$ cat src/rtl/contador_arbitrario_pkg.sv
// Shared constants for the arbitrary 10-state counter: width, period and named states.
`timescale 1ns/1ps
package contador_arbitrario_pkg;

    localparam int WIDTH   = 4;
    localparam int SEQ_LEN = 10;

    // Sequence order is S0 -> S1 -> ... -> S9 -> S0; every other code is unused.
    typedef enum logic [WIDTH-1:0] {
        S0 = 4'd0,
        S1 = 4'd3,
        S2 = 4'd5,
        S3 = 4'd6,
        S4 = 4'd9,
        S5 = 4'd10,
        S6 = 4'd12,
        S7 = 4'd15,
        S8 = 4'd1,
        S9 = 4'd14
    } state_e;

    localparam logic [WIDTH-1:0] RESET_STATE = 4'd0;

endpackage

$ cat src/rtl/contador_arbitrario_nand_biestable_d.sv
// D flip-flop with asynchronous active-high reset; one bit of counter state.
`timescale 1ns/1ps
module biestable_d (
    output logic Q,
    input  logic D,
    input  logic C,
    input  logic R
);

    logic q_q;

    always_ff @(posedge C or posedge R) begin
        if (R) q_q <= 1'b0;
        else   q_q <= D;
    end

    assign Q = q_q;

endmodule

$ cat src/rtl/contador_arbitrario_nand.sv
// Arbitrary 10-state counter 0,3,5,6,9,10,12,15,1,14 with NAND-only next-state logic.
// Optional terminal-count output T (Q==14) when CONTADOR_ARBITRARIO_TC_EN is defined.
`timescale 1ns/1ps
module contador_arbitrario_nand
    import contador_arbitrario_pkg::*;
(
    output logic [WIDTH-1:0] Q,
    input  logic             C,
    input  logic             R
`ifdef CONTADOR_ARBITRARIO_TC_EN
    ,
    output logic             T
`endif
);

    logic q3, q2, q1, q0;
    logic d3, d2, d1, d0;
    logic n3, n2, n1, n0;

    // Literal complements (a=q3, b=q2, c=q1, d=q0)
    nand u_inv3 (n3, q3, q3);
    nand u_inv2 (n2, q2, q2);
    nand u_inv1 (n1, q1, q1);
    nand u_inv0 (n0, q0, q0);

    // Shared product terms, active low
    logic p_bncd, p_m6, p_m10, p_m12, p_anbd, p_ancd, p_anbnc, p_m0, p_m3, p_m15;

    nand u_p_bncd  (p_bncd,  n2, n1, q0);          // b'c'd   (1, 9)
    nand u_p_m6    (p_m6,    n3, q2, q1, n0);      // a'bcd'
    nand u_p_m10   (p_m10,   q3, n2, q1, n0);      // ab'cd'
    nand u_p_m12   (p_m12,   q3, q2, n1, n0);      // abc'd'
    nand u_p_anbd  (p_anbd,  n3, n2, q0);          // a'b'd   (1, 3)
    nand u_p_ancd  (p_ancd,  n3, n1, q0);          // a'c'd   (1, 5)
    nand u_p_anbnc (p_anbnc, n3, n2, n1);          // a'b'c'  (0, 1)
    nand u_p_m0    (p_m0,    n3, n2, n1, n0);
    nand u_p_m3    (p_m3,    n3, n2, q1, q0);
    nand u_p_m15   (p_m15,   q3, q2, q1, q0);

    nand u_d3 (d3, p_bncd,  p_m6,   p_m10,  p_m12);
    nand u_d2 (d2, p_anbd,  p_ancd, p_m10,  p_m12);
    nand u_d1 (d1, p_anbnc, p_ancd, p_bncd, p_m12);

    // D0 has five isolated minterms; OR the first four, then fold in m15.
    logic g0, g0_n;
    nand u_d0a (g0,   p_m0, p_m3, p_m6, p_m12);
    nand u_d0b (g0_n, g0,   g0);
    nand u_d0  (d0,   g0_n, p_m15);

    biestable_d u_ff3 (.Q(q3), .D(d3), .C(C), .R(R));
    biestable_d u_ff2 (.Q(q2), .D(d2), .C(C), .R(R));
    biestable_d u_ff1 (.Q(q1), .D(d1), .C(C), .R(R));
    biestable_d u_ff0 (.Q(q0), .D(d0), .C(C), .R(R));

    assign Q = {q3, q2, q1, q0};

`ifdef CONTADOR_ARBITRARIO_TC_EN
    logic p_m14;
    nand u_p_m14 (p_m14, q3, q2, q1, n0);
    nand u_t     (T,     p_m14, p_m14);
`endif

endmodule

$ cat config.mk
export PLATFORM = sky130hd
export DESIGN_NAME = contador_arbitrario_nand
export DESIGN_NICKNAME = d
export VERILOG_FILES = /design/src/rtl/contador_arbitrario_pkg.sv /design/src/rtl/contador_arbitrario_nand_biestable_d.sv /design/src/rtl/contador_arbitrario_nand.sv
export SDC_FILE = /design/constraint.sdc
export NUM_CORES = 1
export LEC_CHECK = 0
export CORE_AREA = 5 5 42 44
export DETAILED_ROUTE_END_ITERATION = 12
export DIE_AREA = 0 0 47 49
export GPL_ROUTABILITY_DRIVEN = 1
export PLACE_DENSITY = 0.52
export SKIP_CTS_REPAIR_TIMING = 1
export SYNTH_ARGS = -nofsm -noshare
export SYNTH_HDL_FRONTEND = slang
export SYNTH_HIERARCHICAL = 1
export SYNTH_SLANG_ARGS = --single-unit
$ cat constraint.sdc
create_clock -name C -period 1.83 [get_ports C]
set_input_delay 0.549 -clock C [delete_from_list [all_inputs] [get_ports C]]
set_output_delay 0.549 -clock C [all_outputs]
set_load 0.05 [all_outputs]
==> run summary <==
The count of buffer and inverter cells on the critical path came out at 1. The average cell area after synthesis is 9.38 sq um. The register share of total power is 0.449. The count of buffers added on input and output ports is 5. The overall die height came out at 49 um. The antenna diode count came out at 0. Using the TritonRoute via totals, the vias-per-cell ratio works out to 3.92. The share of layout cells above drive strength 1 came out at 0.313. The half-perimeter wire length after placement came out at 366 um. The final hold violation count is 0.

Dividing total power by cell area gives a power density of 543 nW/um^2. The worst register-to-register path begins at u_ff2/Q. Routability-driven placement finished with a final weighted congestion of 0.670. The share of the synthesized netlist area taken by xor and xnor gates came out at 0.117.

TritonCTS built the clock tree. The die area is 2300 sq um. The main combinational cell family by area after synthesis is buffers and inverters. The stage delay of the slowest cell on the critical path came out at 0.57 ns. The worst max-slew margin expressed relative to the limit is 0.737. The number of H-tree levels came out at 1. The number of cell rows is 14. The worst path required time came out at 1.28 ns. The clock insertion delay at the later pin of the skew report came out at 0.23 ns. After synthesis, the share of cell area in mux cells is 0. Along the worst path, the maximum fanout reaches 8.

The leakage power came out at 0.161 nW. The proportion of power drawn by the clock network came out at 0.525. The total clock buffers created by CTS came out at 3. The cell-internal power is 0.164 mW.

The net count reported at finish came out at 36. The count of cells in the finished layout, fillers not included, comes to 48. The count of endpoints failing setup in the final report is 0. The type of the setup path with the least slack is flip-flop to output port. The number of iterations in the first detailed-routing pass came out at 1. The fraction of registers with async set/reset came out at 1.00.

In the layout the commonest cells are buf_12 (4), dfrtp_1 (4), inv_1 (4). The worst setup path is captured at an output port. The logic gate share of total power is 0.026. In this design, the largest share of critical-path delay is due to flip-flops. STA classifies the critical path startpoint as a flip-flop. The min-delay analysis places its worst path in the category input port to asynchronous set/reset pin. The number of synthesized flops with an enable pin is 0. The critical path starts at u_ff1/Q. The number of instances in the synthesized netlist came out at 32. Setup repair after global routing left no endpoint under its margin. The remaining global-route overflow came out at 0. The post-synthesis compound-gate area fraction came out at 0.158. The final critical path time including I/O delays and setup came out at 1.54 ns.

The largest individual stage delay along the critical path comes from the cell dfrtp_1. The number of sinks driven by the clock tree came out at 4. Between clock sinks in the finished design, the worst skew comes to 0.00290 ns.

The max-slew violation count came out at 0. Among all flip-flop cells after synthesis, the most frequent one is dfrtp_1. The depth of the worst register-to-register path is 3. The aggregate global-route resource usage is 0.0523.

In the final timing run, aggregate negative setup slack is 0 ns. The width of the die came out at 47 um. Data on the critical path arrives at its endpoint at 0.99 ns. The clock transition at the registers of the reported paths is 0.04 ns. The signal on the critical path passes through buf_12.

The placeable core region is 1400 sq um. Yosys printed 6 warnings. The setup slack at placement is 0.534 ns. The net switching share of the total power is 0.171. The count of placed standard cells including taps is 45. The detail route stage leaves a number of antenna-violating nets equal to 0.

The worst setup slack for register-to-register paths came out at 0.70 ns. The maximum clock frequency is 649 MHz. In this run the critical register-to-register path is captured at u_ff3/Q. For this block, the routed nets add up to 470 um of wire.

The tree is rooted in a clkbuf_4. The flow ran to the end, and the final reports show no timing, DRC or antenna violations. Synthesis produced a netlist with a net count of 34. The area fraction in and, or, nand and nor cells after synthesis is 0.117. In the final routed layout, each cell accounts on average for 9.79 um. Of the total synthesized cell area, the portion taken by full adders, half adders and majority gates is 0.

The global-route wire length before repair came out at 772 um. For this run, the register share of the synthesized area comes to 0.333. For the pin with the worst max-slew slack, the measured transition is 0.394 ns.

The post-synthesis register bit count came out at 4. The number of violations of the max-capacitance limit came out at 0. The top-level port count is 6. The netlist area before placement came out at 300 sq um. The net switching power of the design came out at 0.0339 mW. The worst path meets setup with 0.289 ns of slack. The maximum root-to-sink buffer count came out at 2. The via total after detailed routing came out at 188.

Dividing the final minimum period by the clock period gives 0.842. From synthesis to final layout, the design area changed by 21.7%. The number of global-route vias before repair is 167. The starting utilization of the core area is 0.214.

The count of different cell masters after synthesis is 17. The initial antenna violation count came to 0. The maximum number of pins on one net before global-route repair came out at 10. The total DRC errors in the routed layout is 0. The worst-case vdd ir drop is 0.230 mV. The detailed router finished its first iteration with 0 violations.
sequential cells by signal, indices dropped and copies added (netlist names):
signal   cells
u_ff1/Q      1
u_ff2/Q      1
u_ff0/Q      1
u_ff3/Q      1
cell type report:
class	instances	area, sq um
fillers	158	1040
repair buffers	5	90.1
well taps	16	20.0
multi-input cells	16	118
flip-flops and latches	4	100
clock buffers	3	22.5
inverters	4	15.0
layer usage:
metal  share of wire  vias up  track usage
met1            0.51       86       0.0732
met3           0.053        0       0.0332
met5               0        -            0
met2            0.43        4       0.0520
li1                -       98            -
met4               0        0       0.0415
kinds of logic after synthesis:
| group | after synthesis |
|---|---|
| and+or+nand+nor | 6 |
| buffers and inverters | 12 |
| DFF | 4 |
| xor gates and xnor gates | 4 |
| AOI/OAI and AO/OA | 6 |
per-stage QoR:
stage	area (sq um)	hold slack (ns)	util	total power, mW
after floorplan	300	0.278	-	0.0921
after CTS	365	0.548	0.261	0.206
after global placement	343	0.667	0.245	0.0952
after detailed placement	343	0.685	0.245	0.0954
final	365	0.548	0.261	0.198
after global routing	365	0.569	0.261	0.208
synth_stat cells (all sizes together) (2+ instances only):
cell / count / area, sq um
o21ai: 2 / 10.0
dfrtp: 4 / 100
buf: 8 / 67.6
inv: 4 / 15.0
nor2: 2 / 10.0
xor2: 3 / 26.3
a211oi: 2 / 25.0
power groups by stage:
stage	logic [mW]	registers [mW]	clock network (mW)
4_1_cts	0.00535	0.0890	0.112
5_1_grt	0.00635	0.0889	0.113
2_1_floorplan	0.00201	0.0901	0
3_5_place_dp	0.00530	0.0901	0
3_3_place_gp	0.00512	0.0901	0
6_report	0.00518	0.0890	0.104
worst max path at each step:
| stage | end | slack [ns] | cells past startpoint |
|---|---|---|---|
| final | Q[1] | 0.29 | 1 |
| after global routing | Q[1] | 0.24 | 1 |
| after CTS | Q[1] | 0.28 | 1 |
| after detailed placement | Q[1] | 0.53 | 1 |
| after global placement | Q[1] | 0.54 | 1 |
| after floorplan | Q[1] | 0.73 | 1 |
Power figures use the tool's default switching activity.
